<file path="config.mk">
export PLATFORM = sky130hd
export DESIGN_NAME = ddr_arbiter
export DESIGN_NICKNAME = d
export VERILOG_FILES = /design/src/rtl/ddr_arbiter.sv
export SDC_FILE = /design/constraint.sdc
export NUM_CORES = 1
export LEC_CHECK = 0
export CAP_MARGIN = 40
export CORE_AREA = 2 2 188 190
export DETAILED_ROUTE_END_ITERATION = 10
export DIE_AREA = 0 0 190 192
export GPL_ROUTABILITY_DRIVEN = 0
export PLACE_DENSITY = 0.46
export SYNTH_ARGS = -nofsm -noshare
export SYNTH_HDL_FRONTEND = slang
export SYNTH_SLANG_ARGS = --single-unit
</file>
<file path="constraint.sdc">
create_clock -name clock -period 2.7 [get_ports clock]
set_input_delay 0.81 -clock clock [delete_from_list [all_inputs] [get_ports clock]]
set_output_delay 0.81 -clock clock [all_outputs]
set_load 0.02 [all_outputs]
</file>
<file path="src/rtl/ddr_arbiter.sv">
// ddr_arbiter: shares one DDR3 Avalon-style port between download
// writes, video burst reads and cache burst reads under fixed priority.
module ddr_arbiter #(
  parameter int ADDR_WIDTH  = 32,
  parameter int DATA_WIDTH  = 64,
  parameter int CACHE_BURST = 4,
  parameter int VIDEO_BURST = 16
) (
  input  logic                  clock,
  input  logic                  reset,
  input  logic                  download_wr,
  input  logic [ADDR_WIDTH-1:0] download_addr,
  input  logic [DATA_WIDTH-1:0] download_din,
  input  logic [7:0]            download_mask,
  output logic                  download_waitReq,
  input  logic                  video_rd,
  input  logic [ADDR_WIDTH-1:0] video_addr,
  output logic                  video_waitReq,
  output logic                  video_valid,
  output logic [DATA_WIDTH-1:0] video_dout,
  input  logic                  cache_rd,
  input  logic [ADDR_WIDTH-1:0] cache_addr,
  output logic                  cache_waitReq,
  output logic                  cache_valid,
  output logic [DATA_WIDTH-1:0] cache_dout,
  output logic                  cache_burstDone,
  output logic                  ddr_rd,
  output logic                  ddr_wr,
  output logic [ADDR_WIDTH-1:0] ddr_addr,
  output logic [7:0]            ddr_burstCount,
  output logic [7:0]            ddr_mask,
  output logic [DATA_WIDTH-1:0] ddr_din,
  input  logic [DATA_WIDTH-1:0] ddr_dout,
  input  logic                  ddr_waitReq,
  input  logic                  ddr_valid
);

  typedef enum logic [2:0] {
    S_IDLE,
    S_WRITE,
    S_VIDEO_CMD,
    S_VIDEO_DATA,
    S_CACHE_CMD,
    S_CACHE_DATA
  } state_t;

  localparam logic [7:0] LP_VB = 8'(VIDEO_BURST);
  localparam logic [7:0] LP_CB = 8'(CACHE_BURST);

  state_t                r_state;
  state_t                w_next;
  logic [ADDR_WIDTH-1:0] r_addr;
  logic [DATA_WIDTH-1:0] r_din;
  logic [7:0]            r_mask;
  logic [7:0]            r_beat;
  logic                  w_clr;
  logic                  w_inc;

  // Next-state, command drive, handshake and beat routing.
  always_comb begin
    w_next           = r_state;
    ddr_rd           = 1'b0;
    ddr_wr           = 1'b0;
    ddr_burstCount   = 8'd1;
    download_waitReq = 1'b1;
    video_waitReq    = 1'b1;
    cache_waitReq    = 1'b1;
    video_valid      = 1'b0;
    cache_valid      = 1'b0;
    cache_burstDone  = 1'b0;
    w_clr            = 1'b0;
    w_inc            = 1'b0;
    case (r_state)
      S_IDLE: begin
        if (download_wr)
          w_next = S_WRITE;
        else if (video_rd)
          w_next = S_VIDEO_CMD;
        else if (cache_rd)
          w_next = S_CACHE_CMD;
      end
      S_WRITE: begin
        ddr_wr = 1'b1;
        if (!ddr_waitReq) begin
          download_waitReq = 1'b0;
          w_next           = S_IDLE;
        end
      end
      S_VIDEO_CMD: begin
        ddr_rd         = 1'b1;
        ddr_burstCount = LP_VB;
        if (!ddr_waitReq) begin
          video_waitReq = 1'b0;
          w_clr         = 1'b1;
          w_next        = S_VIDEO_DATA;
        end
      end
      S_VIDEO_DATA: begin
        video_valid = ddr_valid;
        if (ddr_valid) begin
          w_inc = 1'b1;
          if (r_beat == LP_VB - 8'd1)
            w_next = S_IDLE;
        end
      end
      S_CACHE_CMD: begin
        ddr_rd         = 1'b1;
        ddr_burstCount = LP_CB;
        if (!ddr_waitReq) begin
          cache_waitReq = 1'b0;
          w_clr         = 1'b1;
          w_next        = S_CACHE_DATA;
        end
      end
      S_CACHE_DATA: begin
        cache_valid = ddr_valid;
        if (ddr_valid) begin
          w_inc = 1'b1;
          if (r_beat == LP_CB - 8'd1) begin
            cache_burstDone = 1'b1;
            w_next          = S_IDLE;
          end
        end
      end
      default: w_next = S_IDLE;
    endcase
  end

  // State, latched command fields and beat counter.
  always_ff @(posedge clock) begin
    if (reset) begin
      r_state <= S_IDLE;
      r_addr  <= '0;
      r_din   <= '0;
      r_mask  <= '0;
      r_beat  <= '0;
    end else begin
      r_state <= w_next;
      if (r_state == S_IDLE) begin
        if (download_wr) begin
          r_addr <= download_addr;
          r_din  <= download_din;
          r_mask <= download_mask;
        end else if (video_rd) begin
          r_addr <= video_addr;
          r_din  <= '0;
          r_mask <= '0;
        end else if (cache_rd) begin
          r_addr <= cache_addr;
          r_din  <= '0;
          r_mask <= '0;
        end
      end
      if (w_clr)
        r_beat <= '0;
      else if (w_inc)
        r_beat <= r_beat + 8'd1;
    end
  end

  assign ddr_addr   = r_addr;
  assign ddr_din    = r_din;
  assign ddr_mask   = r_mask;
  assign video_dout = ddr_dout;
  assign cache_dout = ddr_dout;

endmodule

</file>
Yosys cells after proc, flatten, opt, wreduce, memory -nomap -nowiden
Cells that the tools add are included.
{ "op_classes": {"add_sub_neg": 1, "n_eq_ne": 15, "muxes": 36, "reduce_logical": 7} }
{ "ops": {"columns": ["op", "count"], "rows": [
  ["$mux 64", 3],
  ["$mux 32", 3],
  ["$mux 3", 10],
  ["$mux 8", 3],
  ["$pmux 3 s6", 1],
  ["$mux 1", 15],
  ["$ne 2x2->1 const B", 7],
  ["$pmux 5 s2", 1],
  ["$add 8x1->8 const B", 1],
  ["$eq 8x2->1 const B", 1],
  ["$eq 8x4->1 const B", 1],
  ["$reduce_and 8->1", 1],
  ["$eq 3x2->1 const B", 2],
  ["$eq 3x3->1 const B", 2],
  ["$reduce_or 2->1", 3],
  ["$ne 4x4->1 const B", 1],
  ["$eq 3x1->1 const B", 1],
  ["$logic_not 3->1", 1],
  ["$reduce_bool 3->1", 1],
  ["$reduce_and 2->1", 1]
]} }
{ "totals": {"regBits": 115, "input_bits": 239, "output_inout_bits": 248, "elab_cells": 64} }

Longest topological paths before layout
{ "depth": {"word_depth": 4, "ltp_mapped": 6, "depth_no_buf": 4} }

Least setup slack after synthesis
Ideal clock, no wire load.
{ "synth_timing": {"kind": "in2out", "from": "input ddr_valid", "to": "output cache_burstDone", "arrival_ns": 1.749, "required_time_ns": 1.890, "setup_slack_ns": 0.141, "cell_stages": 3, "n_path_buf": 0, "cell_sequence": "and2_1 -> nand3_1 -> nor4_1"} }
{ "synth_between": {"elab_chain_len": 2} }
{ "synth_lines": {"columns": ["element", "line", "source"], "rows": [
  ["start: declaration", "35", "input logic ddr_valid"],
  ["$mux 1", "117", "if (ddr_valid) begin"],
  ["$mux 1", "73", "case (r_state)"],
  ["end: declaration", "26", "output logic cache_burstDone,"]
]} }
No other way between the ends.

Final worst setup path
{ "layout_timing": {"from": "register r_state[1]", "to": "output ddr_burstCount[0]"} }
{ "layout_between": {"elab_chain_len": 2, "word_cells_on_any_way": 3, "classes_between": "eq/ne (2); mux (1)"} }
{ "layout_lines": {"columns": ["element", "line", "source"], "rows": [
  ["start: declaration", "50", "state_t r_state;"],
  ["start signal: assignment", "138", "r_state <= w_next;"],
  ["$eq 3x3->1 / $eq 3x2->1 (equally long branches)", "73", null],
  ["$pmux 5 s2 *", "73", null],
  ["end: declaration", "30", "output logic [7:0] ddr_burstCount,"]
]} }
Mark *: on every way between the ends. The rest lies on a longest branch, timed or not.

==> run metrics <==
Post-Syn Area 6020 µm²; GR met2 Demand/Resource 18.5%; simple-gate share of the synthesized area 20.5%; I/O pin count 487; Reg2Reg Setup Slack 0.85 ns; first-pass GRT wire length 31,800 µm; largest family of logic cells by synthesized area buffers and inverters; Clock Latency Late Sink 0.42 ns; Most Used Layer, Global Route met2; met3 Use GR 4.48%; initial antenna violation count 0; CP Max Fanout 7; VDD IR-drop max 0.000391 V; DR WL/cell 15.3 µm; area share of fa/ha/maj cells after synthesis 0.208%; # diodes 0; Chip Width 190 µm; Num CTS Buffers 17; die height 192 µm; drt first pass iters 4; Hold WC Path Type register to register; Via density 3.95; Startpoint Class register; number of global-route vias before repair 5,389; compound-gate portion of the synthesized area 13.7%; final WL 21,600 µm; Hold Crit Depth 2; GRT Util Overall 11.5%; xor/xnor cell area share of the yosys netlist 1.16%; Ys Warns 0; met1 Resource Use GR 13.4%; Iter 0 DRT Violations 211; RSZ-0062 raised after global routing false; CP Data Required Time 1.89 ns; CTS Sinks 115; Synth Flop Type dfxtp_1; Final min period 2.59 ns; Post-synth EDFFs 0; via count 5,572; area growth from synthesis to layout 51.8%; grt total ovfl 0; status finished, final reports clean; Slew HR 58.8%; R2R Path Start r_state[1]; worst clock skew 0.00581 ns; CP startpoint r_state[1]; CTS tree built; die area 36,500 µm²; Async SR Flop Fraction 0%; pin count of the biggest net entering global routing 98; library cells used by synthesis 34; Finished Core Util 26.7%; DP Area 8510 µm²; clk buf depth 2; clk slew on worst S/H paths 0.06 ns; final number of setup-violating endpoints 0; FMAX 386 MHz; reg2reg path depth 7; Inst Count DP 1,376; depth of the CTS H-tree 4; Post-DRT Antenna Nets 0; area of the multi-input gates 2540 µm²; P_leak 0.00334 µW; fillers 3,709; dpl ws -0.517 ns; Initial Utilization 17.6%; Core ar. 34,300 µm²; Net count, final 1,181; sequential share of the synthesized area 38.2%; layout cells sized above 1 7.13%; crit share post-route 95.9%; Port Buffers 289; Power Dens Cells 683 nW/µm²; Crit Path Class register to output port; setup ws final 0.110 ns; Setup crit end kind output port; crit path capture ddr_burstCount[0]; root buffer cell clkbuf_16; CTS Hold Bufs 0; Mapped Cells 797; worst r2r dst ddr_din[6]; Layout Cells excl Fill 1,409; Fin. Hold Viols 0; row count 68; placed wire-length estimate 15,400 µm; measured slew at the worst slew-check pin 0.614 ns; multiplexer share of the synthesized area 5.32%; Sequential Area 2300 µm²; fin area 9140 µm²; worst endpoint data arrival time 1.78 ns; max cap viols 0; Syn Area/Cell 7.56 µm²; max-slew violation count 0; Sum Neg Setup Slack 0 ns; DRC 0; #FFs+latches synth 115
==> registers in the layout (all words and copies together) (netlist names) <==
name      flops
r_beat        8
ddr_din      64
ddr_mask      8
r_state       3
ddr_addr     32
==> worst min-delay path by stage <==
| stage | start | endpoint | slack, ns |
|---|---|---|---|
| floorplan | r_beat[7] | r_beat[7] | 0.46 |
| global placement | ddr_din[4] | ddr_din[4] | 0.44 |
| detailed placement | ddr_din[28] | ddr_din[28] | 0.44 |
| CTS | ddr_din[28] | ddr_din[28] | 0.45 |
| global route | ddr_din[49] | ddr_din[49] | 0.47 |
| finish | ddr_din[28] | ddr_din[28] | 0.45 |
==> kinds of logic (layout without fill, tap and decap cells) <==
| family | count (synthesis) | count (layout) |
|---|---|---|
| buffers and inverters | 194 | 347 |
| multiplexers | 32 | 32 |
| AND/OR/NAND/NOR | 290 | 290 |
| other | 1 | 5 |
| adder cells (fa/ha/maj) | 1 | 1 |
| XOR/XNOR | 8 | 8 |
| flip-flops | 115 | 115 |
| AO/OA/AOI/OAI | 156 | 156 |
==> synthesized netlist by cell type, types with 16 or more instances <==
cell type / count / area share [%]
clkbuf_1: 34 / 2.1
dfxtp_1: 115 / 38
nand2_1: 176 / 11
buf_4: 133 / 17
a21oi_1: 109 / 9.1
nor2_1: 16 / 1.0
buf_2: 19 / 1.6
mux2i_1: 32 / 5.3
o21ai_0: 35 / 2.9
nand3_1: 76 / 6.3
==> cells in the final DEF, fill, tap and decap left out, types with 7 or more instances in the layout <==
cell type and n:
clkdlybuf4s50_1 276, nand2_1 176, dfxtp_1 113, a21oi_1 109, nand3_1 75, o21ai_0 35
mux2i_1 32, clkbuf_16 17, buf_4 17, nor2_1 16, buf_12 7
==> repair_timing <==
| action | CTS | global route |
|---|---|---|
| gates resized for setup | 21 | 12 |
| pin swaps | 0 | 1 |
| endpoints found under the setup margin | 9 | 7 |
| setup buffers | 0 | 1 |
==> critical path, stage by stage (launching register included) <==
cell,delay [ns]
dfxtp_2,0.41
nand2b_4,0.21
a21oi_1,0.09
inv_1,0.05
clkdlybuf4s50_1,0.60
==> area by class of cell <==
cell class                      instances  area share, %
Clock buffer                           20           4.89
Clock inverter                         12           1.45
Inverter                                5          0.205
Multi-Input combinational cell        492           27.8
Sequential cell                       115           25.2
Tap cell                              455           6.23
Timing Repair Buffer                  310           34.2
==> power by group <==
group	internal (µW)	leakage, µW	switching (µW)
Sequential	1890	0.000943	105
Clock	1380	0.000276	894
Combinational	877	0.00212	1090
==> metal layers <==
layer / part of all wire (%) / wire length [µm]
met5: 0 / 0
met4: 3.0 / 656
met3: 8.8 / 1910
met2: 46 / 10000
met1: 42 / 9010
==> stage by stage <==
step / hold slack (ns) / power (µW)
detailed placement: 0.442 / 4040
CTS: 0.450 / 6400
floorplan: 0.458 / 3280
global placement: 0.437 / 4040
global route: 0.467 / 6630
finish: 0.449 / 6250
Power figures use the tool's default switching activity.
